$ cat config.mk
export PLATFORM = sky130hd
export DESIGN_NAME = uart_tx_fifo
export DESIGN_NICKNAME = d
export VERILOG_FILES = /design/src/rtl/uart_tx_fifo.sv
export SDC_FILE = /design/constraint.sdc
export NUM_CORES = 1
export LEC_CHECK = 0
export ABC_AREA = 1
export BUFFER_PORTS_ARGS = -buffer_cell sky130_fd_sc_hd__buf_2
export CORE_UTILIZATION = 51
export CTS_CLUSTER_DIAMETER = 200
export CTS_CLUSTER_SIZE = 12
export DETAILED_ROUTE_END_ITERATION = 10
export PLACE_DENSITY_LB_ADDON = 0.15
export SYNTH_ARGS = -nofsm -noshare
export SYNTH_HDL_FRONTEND = slang
export SYNTH_SLANG_ARGS = --single-unit
$ cat constraint.sdc
create_clock -name clk -period 2.8 [get_ports clk]
set_clock_uncertainty 0.1 [all_clocks]
set_input_delay 0.28 -clock clk [delete_from_list [all_inputs] [get_ports clk]]
set_output_delay 0.28 -clock clk [all_outputs]
set_load 0.01 [all_outputs]
$ cat src/rtl/uart_tx_fifo.sv
// UART transmitter fed by an in-order byte FIFO. Frame format (data width,
// parity, stop bits) and the baud divisor are captured when a byte is popped,
// so a frame is never disturbed by configuration changes while it is on the wire.
module uart_tx_fifo #(
    parameter int unsigned DATA_W     = 8,
    parameter int unsigned FIFO_DEPTH = 16,
    parameter int unsigned DIV_W      = 16
) (
    input  logic                          clk,
    input  logic                          res,
    input  logic [DIV_W-1:0]              div,
    input  logic                          parity_en,
    input  logic                          parity_odd,
    input  logic                          two_stop,
    input  logic [DATA_W-1:0]             in_data,
    input  logic                          in_valid,
    output logic                          in_ready,
    output logic                          tx,
    output logic                          busy,
    output logic [$clog2(FIFO_DEPTH):0]   count
);

    localparam int unsigned AW = $clog2(FIFO_DEPTH);
    localparam int unsigned CW = AW + 1;
    localparam int unsigned BW = $clog2(DATA_W);

    typedef enum logic [2:0] {
        StIdle,
        StStart,
        StData,
        StParity,
        StStop
    } state_e;

    // FIFO storage and bookkeeping
    logic [DATA_W-1:0] mem [FIFO_DEPTH];
    logic [AW-1:0]     wr_ptr_q, rd_ptr_q;
    logic [CW-1:0]     count_q;
    logic              push, pop;

    // Frame engine state
    state_e            state_q, state_d;
    logic [DIV_W-1:0]  cnt_q, cnt_d;
    logic [BW-1:0]     bit_q, bit_d;
    logic              stop_q, stop_d;
    logic [DATA_W-1:0] shift_q, shift_d;
    logic              par_q, par_d;
    logic [DIV_W-1:0]  div_q, div_d;
    logic              par_en_q, par_en_d;
    logic              two_stop_q, two_stop_d;
    logic              load;
    logic              tx_c;
    logic              tx_q, busy_q;

    assign in_ready = (count_q < CW'(FIFO_DEPTH));
    assign push     = in_valid & in_ready;
    assign count    = count_q;
    assign tx       = tx_q;
    assign busy     = busy_q;

    // FIFO data array; no reset needed since occupancy guards every read
    always_ff @(posedge clk) begin
        if (push) begin
            mem[wr_ptr_q] <= in_data;
        end
    end

    // FIFO pointers and occupancy; pointers wrap naturally at the power-of-two depth
    always_ff @(posedge clk) begin
        if (res) begin
            wr_ptr_q <= '0;
            rd_ptr_q <= '0;
            count_q  <= '0;
        end else begin
            if (push) wr_ptr_q <= wr_ptr_q + AW'(1);
            if (pop)  rd_ptr_q <= rd_ptr_q + AW'(1);
            unique case ({push, pop})
                2'b10:   count_q <= count_q + CW'(1);
                2'b01:   count_q <= count_q - CW'(1);
                default: count_q <= count_q;
            endcase
        end
    end

    // Frame engine next-state: bit sequencing, bit-period countdown and pop decision
    always_comb begin
        state_d    = state_q;
        cnt_d      = cnt_q;
        bit_d      = bit_q;
        stop_d     = stop_q;
        shift_d    = shift_q;
        par_d      = par_q;
        div_d      = div_q;
        par_en_d   = par_en_q;
        two_stop_d = two_stop_q;
        load       = 1'b0;
        pop        = 1'b0;
        tx_c       = 1'b1;

        unique case (state_q)
            StIdle: begin
                if (count_q != '0) load = 1'b1;
            end
            StStart: begin
                tx_c = 1'b0;
                if (cnt_q == '0) begin
                    state_d = StData;
                    cnt_d   = div_q;
                    bit_d   = '0;
                end else begin
                    cnt_d = cnt_q - DIV_W'(1);
                end
            end
            StData: begin
                tx_c = shift_q[0];
                if (cnt_q == '0) begin
                    cnt_d = div_q;
                    if (bit_q == BW'(DATA_W - 1)) begin
                        state_d = par_en_q ? StParity : StStop;
                        stop_d  = 1'b0;
                    end else begin
                        shift_d = shift_q >> 1;
                        bit_d   = bit_q + BW'(1);
                    end
                end else begin
                    cnt_d = cnt_q - DIV_W'(1);
                end
            end
            StParity: begin
                tx_c = par_q;
                if (cnt_q == '0) begin
                    state_d = StStop;
                    stop_d  = 1'b0;
                    cnt_d   = div_q;
                end else begin
                    cnt_d = cnt_q - DIV_W'(1);
                end
            end
            StStop: begin
                tx_c = 1'b1;
                if (cnt_q == '0) begin
                    // stop_q counts completed stop bits; two_stop_q selects the last one
                    if (stop_q == two_stop_q) begin
                        if (count_q != '0) begin
                            load = 1'b1;
                        end else begin
                            state_d = StIdle;
                        end
                    end else begin
                        stop_d = 1'b1;
                        cnt_d  = div_q;
                    end
                end else begin
                    cnt_d = cnt_q - DIV_W'(1);
                end
            end
            default: begin
                state_d = StIdle;
            end
        endcase

        // Pop: capture the head byte and freeze the frame configuration
        if (load) begin
            pop        = 1'b1;
            state_d    = StStart;
            cnt_d      = div;
            bit_d      = '0;
            stop_d     = 1'b0;
            shift_d    = mem[rd_ptr_q];
            par_d      = (^mem[rd_ptr_q]) ^ parity_odd;
            div_d      = div;
            par_en_d   = parity_en;
            two_stop_d = two_stop;
        end
    end

    // Frame engine registers; tx and busy are registered one cycle behind the state
    always_ff @(posedge clk) begin
        if (res) begin
            state_q    <= StIdle;
            cnt_q      <= '0;
            bit_q      <= '0;
            stop_q     <= 1'b0;
            shift_q    <= '0;
            par_q      <= 1'b0;
            div_q      <= '0;
            par_en_q   <= 1'b0;
            two_stop_q <= 1'b0;
            tx_q       <= 1'b1;
            busy_q     <= 1'b0;
        end else begin
            state_q    <= state_d;
            cnt_q      <= cnt_d;
            bit_q      <= bit_d;
            stop_q     <= stop_d;
            shift_q    <= shift_d;
            par_q      <= par_d;
            div_q      <= div_d;
            par_en_q   <= par_en_d;
            two_stop_q <= two_stop_d;
            tx_q       <= tx_c;
            busy_q     <= (state_q != StIdle);
        end
    end

endmodule

==> results of run 1 <==
## worst max-delay path, cell delays in order (launching register included)
cell	delay, ps
dfxtp_1	310
inv_1	80
ha_1	220
nand2_1	150
nor2_1	150
nand2_2	110
nor2_2	90
nand2_1	80
nand2_4	80
ha_2	250
xor2_2	180
ha_1	160
inv_1	40
nand2_2	70
nand3_1	80
nand2_1	70
nand2_1	40
nand2_1	50
nand2_1	40
a21oi_1	120
## stage by stage
| stage | util (%) | worst slack, ps | cells | power (µW) | area, µm² |
|---|---|---|---|---|---|
| floorplan | - | 68.80 | 981 | 7104 | 8940 |
| global placement | 54.86 | 310.8 | 1234 | 8050 | 9423 |
| detailed placement | 54.86 | 251.4 | 1234 | 8101 | 9423 |
| CTS | 57.98 | 210.5 | 1269 | 10270 | 9958 |
| global route | 58.06 | 19.35 | 1269 | 11020 | 9972 |
| finish | 58.06 | 259.1 | 1269 | 10260 | 9972 |
## repair_timing
action,CTS,global route
resized for setup,0,3
endpoints found under the hold margin,3,0
endpoints found under the setup margin,0,11
hold buffers,3,0
## layout make-up
type	instances	area share (%)
clock buffer	24	4.529
clock inverter	8	0.5395
inverter	104	3.915
multi-input combinational	640	31.13
sequential	197	52.41
tap	225	2.823
timing repair buffer	71	4.655
## cells in the mapped netlist (2+ instances only)
library cell  count  area share (%)
buf_2            22             1.2
a31oi_1          15             1.0
dfxtp_1          69              15
nand4_1           7            0.49
o21a_1            2            0.17
o21ai_1          17            0.95
nand2_4           2            0.25
inv_2             7            0.29
a31o_2            2            0.20
nor3_1            4            0.22
nand2_1         247              10
o311ai_2          2            0.36
nand2_2           3            0.21
edfxtp_1        128              43
o21ai_0          42             2.4
o211ai_1         15             1.3
nor2_2            4            0.28
inv_1            96             4.0
clkbuf_1          9            0.38
xnor2_1           4            0.39
ha_1             11             1.5
xor2_1            9            0.88
nor2_1          111             4.7
buf_4             4            0.34
o22ai_1           5            0.35
a21oi_1          37             2.1
o2111ai_1         3            0.29
nor2_4            3            0.38
buf_6             5            0.63
a211oi_1          2            0.17
nand3_1          79             4.4
nand3b_1          2            0.17
## sequential cells by signal, indices dropped and copies added, names as in the netlist, 3 cells and up, named ones only
signal	flops
div_q	16
rd_ptr_q	4
bit_q	3
mem	128
shift_q	8
state_q	3
cnt_q	16
count	5
wr_ptr_q	4
## routing by layer
layer  global-route usage [%]  wire [µm]  vias up
met5                        0          0        -
met4                    7.928        364        0
met3                    4.384        933       28
met2                    36.87       9299      156
met1                    33.88       9677     3130
li1                         -          -     3383
## placed cells by master, fill, tap and decap left out, drive strengths merged, types with 2 or more instances in the layout
cell,n
nand2,252
edfxtp,128
nor2,118
inv,104
nand3,80
dfxtp,69
buf,68
o21ai,60
a21oi,38
clkbuf,24
a31oi,15
o211ai,15
ha,11
xor2,9
nand4,7
o22ai,5
clkinv,5
xnor2,4
nor3,4
o2111ai,3
dlygate4sd3,3
clkinvlp,3
o311ai,2
o21a,2
a31o,2
a211oi,2
nand3b,2
or2,2
## final timing paths
path	cells after the start	slack [ps]	endpoint
hold reg to reg	2	360	div_q[8]
setup reg to reg	19	260	count[4]
setup / recovery	19	260	count[4]
hold / removal	3	20	div_q[0]
## cells by family (layout without fill, tap and decap cells)
logic type,Yosys count,in the layout,share of synthesized area (%)
xor+xnor,13,13,1.274
simple gates,468,468,21.96
flops,197,197,58.45
compound gates,148,148,9.839
buf+inv,144,207,6.942
fa+ha+maj,11,11,1.540
## power groups by stage
stage / combinational, µW / clock [µW] / sequential (µW)
2_1_floorplan: 3330 / 0 / 3770
3_3_place_gp: 4220 / 0 / 3830
3_5_place_dp: 4270 / 0 / 3830
4_1_cts: 4300 / 2200 / 3780
5_1_grt: 4880 / 2310 / 3830
6_report: 4310 / 2160 / 3780
==> metrics.yaml, run 1 <==
clock_network:
  cts_tree: "yes"
  cts_max_level: 4
  clkTransAtPathRegs_ps: 60
  clock_path_buffers: 2
  cts_setup_buffers: 0
  clk_latency_ps: 440
  cts_buffers: 17
  cts-root-buf: "clkbuf_16"
  clock-sinks: 197
floorplan:
  die_height_um: 134.4
  rows: 48
  die-area_um2: 18060
  core-area_um2: 17180
  initial_core_util_pct: 52.05
  ios: 38
  die_w_um: 134.4
placed_design:
  place_congestion: 0.8281
  port_buffers: 37
  dpl.hpwl_um: 13400
power:
  clock_power_share_pct: 21.0
  seqPwrFrac_pct: 36.9
  p_int_uw: 6058
  vdd_drop_max_mv: 0.6418
  combPwrFrac_pct: 42.1
  power_switching_uw: 4198
  power_density_nw_per_um2: 1028
  leakage_uw: 0.004051
  switching_share_pct: 40.93
final_layout:
  fillers: 1534
  multi_input_area_um2: 3104
  register_area_um2: 5226
  diodes: 0
  fin_nets: 1072
  drive_above_1_share_pct: 11.97
  areaGrowthSynthToFinish_pct: 11.55
hold_path:
  holdCritStartpoint: "div[0]"
  worstHoldPathType: "in -> reg"
grt:
  track_usage_pct: 23.85
  grt_pass1_wl_um: 32550
  grt_max_degree: 57
  antenna_found_initial: 0
  grt_overflow: 0
  grt_pass1_vias: 6222
route:
  vias: 6697
  drtIter0Drc: 557
  ant_nets: 0
  drc: 0
  wl_um: 20270
  wire_per_inst_um: 15.98
  via_per_inst: 5.277
  dr.pass1.iters: 5
worst_setup_path:
  critPathKind: "reg -> reg"
  critical_path_arrival_ps: 2800
  end_kind: "flip-flop"
  start_kind: "flip-flop"
  worstPathRequired_ps: 3060
  rr_startpoint: "cnt_q[1]"
  path_max_fanout: 5
  cp-startpoint: "cnt_q[1]"
logic_synthesis:
  synthCells: 981
  synth-main-ff-cell: "edfxtp_1"
  syn_area_um2: 8940
  ys_types: 45
  yosysSeqAreaShare_pct: 58.45
  yosysWarnings: 0
  yosys_register_bits: 197
  synth_edf_count: 128
  syn_avg_cell_area_um2: 9.113
  synth_fp_nets: 1022
  synthArstFlopShare_pct: 0
sta:
  setup_tns_ps: 0
  setup_viol: 0
  period_share_pct: 90.75
  worstMarginPinSlew_ps: 484.4
  maxSlewViolCount: 0
  fin_hold_ws_ps: 22.12
  min_period_ps: 2541
  hold_viol: 0
  relSlewSlack_pct: 67.63
  timing.fmax_mhz: 393.6
  rsz0062_at_grt: "false"
outcome:
  status: "finished, final reports clean"
job:
  maxCapViolCount: 0
Note: power is estimated with default switching activity, not from simulation.
==> run 2, diff against run 1 <==
--- a/config.mk
+++ b/config.mk
@@ -12,6 +12,7 @@
 export CTS_CLUSTER_SIZE = 12
 export DETAILED_ROUTE_END_ITERATION = 10
 export PLACE_DENSITY_LB_ADDON = 0.15
+export SLEW_MARGIN = 20
 export SYNTH_ARGS = -nofsm -noshare
 export SYNTH_HDL_FRONTEND = slang
 export SYNTH_SLANG_ARGS = --single-unit
==> constraint.sdc (replaced) <==
create_clock -name clk -period 2.8 [get_ports clk]
set_clock_uncertainty 0.1 [all_clocks]
set_input_delay 0 -clock clk [delete_from_list [all_inputs] [get_ports clk]]
set_output_delay 0 -clock clk [all_outputs]
set_load 0.1 [all_outputs]
==> run 2 against run 1 <==
Against the previous run:
- sequential share of layout area fell by 1.7 points
- largest cell class unchanged
- final cell count rose by 2.0%
- critical endpoint unchanged
- sequential power barely moved
==> metrics.yaml, run 2 (same netlist as run 1, synthesis figures left out) <==
final_layout:
  register_area_um2: 5230
  diodes: 0
  multi_input_area_um2: 3139
  largest_register_ffs: 128
  largestRegisters: "mem (128), cnt_q (16), div_q (16)"
  final_common_cell: "nand2_1"
  areaGrowthSynthToFinish_pct: 15.45
  final_cells: 1294
  fillers: 1505
  mostFrequentLayoutCells: "nand2_1, edfxtp_1, nor2_1"
  regMostFlops: "mem"
  fin_nets: 1097
  design_area_um2: 10320
  drive_above_1_share_pct: 12.82
sta:
  period_share_pct: 90.12
  min_period_ps: 2523
  setup_viol: 0
  worstMarginPinSlew_ps: 620.8
  hold_viol: 0
  fin_ws_ps: 276.7
  timing.fmax_mhz: 396.3
  relSlewSlack_pct: 58.56
  maxSlewViolCount: 0
  rsz0062_at_grt: "false"
route:
  drc: 0
  ant_nets: 0
  via_per_inst: 5.275
  drtIter0Drc: 495
  dr.pass1.iters: 5
  wl_um: 19900
  vias: 6826
  wire_per_inst_um: 15.38
clock_network:
  cts_setup_buffers: 0
  clock-sinks: 197
  clk_latency_ps: 430
  clock_path_buffers: 2
  cts_buffers: 17
  clkTransAtPathRegs_ps: 70
  cts_max_level: 4
  cts-root-buf: "clkbuf_16"
  cts_tree: "yes"
floorplan:
  die_w_um: 134.4
  rows: 48
  die-area_um2: 18060
  core-area_um2: 17180
  ios: 38
  initial_core_util_pct: 52.05
  die_height_um: 134.4
grt:
  grt_pass1_wl_um: 31840
  track_usage_pct: 23.26
  grt_pass1_vias: 6319
  antenna_found_initial: 0
  grt_overflow: 0
  grt_max_degree: 71
power:
  power_density_nw_per_um2: 1044
  vdd_drop_max_mv: 0.9084
  p_int_uw: 6250
  combPwrFrac_pct: 43.6
  switching_share_pct: 42.00
  clock_power_share_pct: 21.5
  seqPwrFrac_pct: 34.9
  finalPower_uw: 10780
  power_switching_uw: 4526
  leakage_uw: 0.004185
job:
  maxCapViolCount: 0
worst_setup_path:
  start_kind: "flip-flop"
  crit_buf_inv: 2
  reg2reg_setup_slack_ps: 280
  slowest_stage: "dfxtp_1"
  cpLargestDelayFamily: "simple AND/OR/NAND/NOR gates"
  critPathKind: "reg -> reg"
  max_stage_delay_ps: 310
  crit_chain: "inv_1, ha_4, nand2_1, nor2_1, nand2_2, nor2_2, nand2_1, nand2_4, ha_4, xor2_2, ha_2, inv_1, nand2_2, nand3_2, nand2_1, nand2_1, nand2_1, nand2_1, a21oi_1"
  path_common_cell: "nand2_1"
  rr_startpoint: "cnt_q[0]"
  worstPathRequired_ps: 3050
  critical_path_arrival_ps: 2780
  cp-startpoint: "cnt_q[0]"
  path_max_fanout: 5
  end_kind: "flip-flop"
placed_design:
  port_buffers: 37
  dp_slack_ps: 224.9
  numPlacedInstances: 1235
  placed_area_um2: 9483
  dpl.hpwl_um: 13150
  place_congestion: 0.8675
outcome:
  status: "finished, final reports clean"
hold_path:
  worstHoldPathType: "in -> reg"
  holdCritStartpoint: "in_valid"
[run 2: cell count changes in the layout (fill, tap and decap cells not counted), sizes merged]
cell,delta
buf,+1
dlygate4sd3,+24
clkinvlp,+3
inv,+2
clkbuf,-6
bufinv,+1
[run 2: area by class of cell]
| type | instances | share of cell area, % |
|---|---|---|
| inverter | 104 | 3.819 |
| timing repair buffer | 96 | 6.983 |
| multi-input combinational | 640 | 30.42 |
| clock inverter | 14 | 1.224 |
| tap | 225 | 2.728 |
| sequential | 197 | 50.67 |
| clock buffer | 18 | 4.158 |
[run 2: stage by stage]
step	util [%]	TNS, ps	hold slack [ps]
after floorplan	-	-687.3	-1.131
after global placement	55.21	0	133.2
after detailed placement	55.21	0	137.4
after CTS	60.02	0	34.66
after global routing	60.09	0	97.56
final	60.09	0	57.87
[run 2: path summary, 6_finish.rpt]
| kind | cells after the start | end |
|---|---|---|
| worst max-delay path | 19 | count[4] |
| worst min register to register | 2 | div_q[8] |
| worst min-delay path | 3 | wr_ptr_q[1] |
| worst max register to register | 19 | count[4] |
[run 2: layer usage]
layer / up-vias / global-route usage (%) / wire, µm
li1: 3435 / - / -
met2: 165 / 36.27 / 9002
met1: 3207 / 32.94 / 9729
met5: - / 0 / 0
met4: 0 / 7.928 / 235
met3: 19 / 3.930 / 935
[run 2: worst register-to-register path, stage by stage, from the launching register on]
cell and delay, ps:
dfxtp_1 310, inv_1 140, ha_4 180, nand2_1 120
nor2_1 150, nand2_2 110, nor2_2 120, nand2_1 90
nand2_4 100, ha_4 170, xor2_2 170, ha_2 180
inv_1 40, nand2_2 80, nand3_2 80, nand2_1 70
nand2_1 40, nand2_1 50, nand2_1 40, a21oi_1 120
[run 2: power groups by stage]
stage	clock network (µW)	logic, µW	registers, µW
3_3_place_gp	0	4580	3820
4_1_cts	2340	4690	3760
5_1_grt	2450	5270	3810
2_1_floorplan	0	3430	4020
6_report	2320	4700	3760
3_5_place_dp	0	4630	3820
[run 2: what timing repair did]
item | CTS | global route
hold endpoints to repair | 172 | 0
hold buffers | 27 | 0
setup endpoints to repair | 0 | 1
gates resized for setup | 0 | 2
==> run 3, diff against run 2 <==
--- a/config.mk
+++ b/config.mk
@@ -11,6 +11,7 @@
 export CTS_CLUSTER_DIAMETER = 200
 export CTS_CLUSTER_SIZE = 12
 export DETAILED_ROUTE_END_ITERATION = 10
+export HOLD_SLACK_MARGIN = 0.06
 export PLACE_DENSITY_LB_ADDON = 0.15
 export SLEW_MARGIN = 20
 export SYNTH_ARGS = -nofsm -noshare
==> constraint.sdc (replaced) <==
create_clock -name clk -period 3.2 [get_ports clk]
set_clock_uncertainty 0.1 [all_clocks]
set_input_delay 0 -clock clk [delete_from_list [all_inputs] [get_ports clk]]
set_output_delay 0 -clock clk [all_outputs]
set_load 0.1 [all_outputs]
==> run 3 against run 2 <==
Against the previous run:
- final cell count increased by 0.23%
- sequential power down 12%
- power shrank 13%
- critical path depth is 7 lower
- setup slack better by 130 ps
- clock power down 13%
- non-clock buffer count up 3
- largest cell class unchanged
- highest routed layer unchanged
==> metrics.yaml, run 3 (same netlist as run 1, synthesis figures left out) <==
clock_network:
  clkTransAtPathRegs_ps: 70
  cts_max_level: 4
  cts-root-buf: "clkbuf_16"
  holdBufCountCts: 40
  cts_buffers: 17
  post_cts_resized: 0
  cts_tree: "yes"
  clk_latency_ps: 440
  cts_setup_buffers: 0
  clock-sinks: 197
  clock_path_buffers: 2
grt:
  grt_max_degree: 54
  grt_pass1_wl_um: 32420
  grt_pass1_vias: 6382
  grt_overflow: 0
  track_usage_pct: 23.62
  antenna_found_initial: 0
final_layout:
  largest_register_ffs: 128
  drive_above_1_share_pct: 11.57
  mostFrequentLayoutCells: "nand2_1, edfxtp_1, nor2_1"
  fillers: 1525
  regMostFlops: "mem"
  areaGrowthSynthToFinish_pct: 15.52
  final_common_cell: "nand2_1"
  largestRegisters: "mem (128), cnt_q (16), div_q (16)"
  fin_nets: 1100
  diodes: 0
worst_setup_path:
  path_max_fanout: 30
  end_kind: "flip-flop"
  cpLargestDelayFamily: "buffers and inverters"
  slowest_stage: "dlygate4sd3_1"
  crit_chain: "inv_1, ha_1, nand2_1, nor2_1, nand2_2, nor2_2, nand2_1, nand2_4, buf_4, nand2_1, a21oi_1, dlygate4sd3_1"
  critPathKind: "reg -> reg"
  start_kind: "flip-flop"
  crit_buf_inv: 3
  worstPathRequired_ps: 3490
  path_common_cell: "nand2_1"
  critical_path_arrival_ps: 3090
  max_stage_delay_ps: 570
route:
  drc: 0
  dr.pass1.iters: 5
  wl_um: 20010
  vias: 6817
  wire_per_inst_um: 15.43
  ant_nets: 0
  drtIter0Drc: 539
  via_per_inst: 5.256
sta:
  worstMarginPinSlew_ps: 824.5
  hold_viol: 0
  timing.fmax_mhz: 357.5
  rsz0062_at_grt: "false"
  relSlewSlack_pct: 44.83
  maxSlewViolCount: 0
  period_share_pct: 87.41
  setup_viol: 0
  min_period_ps: 2797
  setup_tns_ps: 0
placed_design:
  dpl.hpwl_um: 12880
  place_congestion: 0.8349
  port_buffers: 37
floorplan:
  initial_core_util_pct: 52.05
  rows: 48
  die_w_um: 134.4
  core-area_um2: 17180
  die_height_um: 134.4
  die-area_um2: 18060
  ios: 38
power:
  leakage_uw: 0.004212
  vdd_drop_max_mv: 0.7420
  finalPower_uw: 9377
  power_density_nw_per_um2: 907.9
outcome:
  status: "finished, final reports clean"
job:
  maxCapViolCount: 0
hold_path:
  worstHoldPathType: "in -> reg"
## run 3: changes by cell type in the layout (fill, tap and decap cells not counted), sizes merged
cell / before / now
clkinv: 5 / 7
clkbuf: 18 / 17
inv: 106 / 108
bufinv: 1 / 0
buf: 69 / 59
dlygate4sd3: 27 / 40
clkinvlp: 6 / 4
## run 3: power by group
| group | switching, µW | internal [µW] | total (µW) |
|---|---|---|---|
| Sequential | 227 | 3070 | 3300 |
| Clock | 998 | 1010 | 2010 |
| Combinational | 2750 | 1320 | 4070 |
| Total | 3970 | 5400 | 9380 |
## run 3: routing by layer
| layer | part of all wire (%) | vias up | global-route usage [%] |
|---|---|---|---|
| met1 | 47 | 3189 | 32.66 |
| met4 | 1.5 | 0 | 7.928 |
| met5 | 0 | - | 0 |
| met2 | 46 | 169 | 37.56 |
| li1 | - | 3437 | - |
| met3 | 5.6 | 22 | 4.271 |
## run 3: worst paths after layout
path | end | slack (ps) | depth (start not counted) | startpoint
hold reg to reg | shift_q[7] | 370 | 2 | shift_q[7]
setup reg to reg | div_q[15] | 400 | 12 | cnt_q[0]
hold / removal | div_q[13] | 290 | 4 | div[13]
setup / recovery | div_q[15] | 400 | 12 | cnt_q[0]
## run 3: final cells by class
| class | count | area, µm² | share of cell area, % |
|---|---|---|---|
| flip-flops and latches | 197 | 5230 | 50.64 |
| multi-input cells | 640 | 3112 | 30.13 |
| repair buffers | 99 | 763.2 | 7.390 |
| clock buffers | 17 | 425.4 | 4.119 |
| inverters | 104 | 394.1 | 3.816 |
| well taps | 225 | 281.5 | 2.726 |
| clock inverters | 15 | 121.4 | 1.175 |
## run 3: through the flow
step	hold slack [ps]	worst slack (ps)	util [%]	cell area, µm²	instances
global route	296.5	136.3	60.13	10330	1297
global placement	128.2	576.4	54.61	9380	1225
CTS	275.3	436.8	60.13	10330	1297
floorplan	-1.131	60.85	-	8965	981
detailed placement	131.5	514.1	54.61	9380	1225
finish	287.5	403.0	60.13	10330	1297
## run 3: tightest hold or removal path, cell delays in order
cell,delay [ps]
dlygate4sd3_1,530
buf_2,120
nand2_1,70
o22ai_1,70
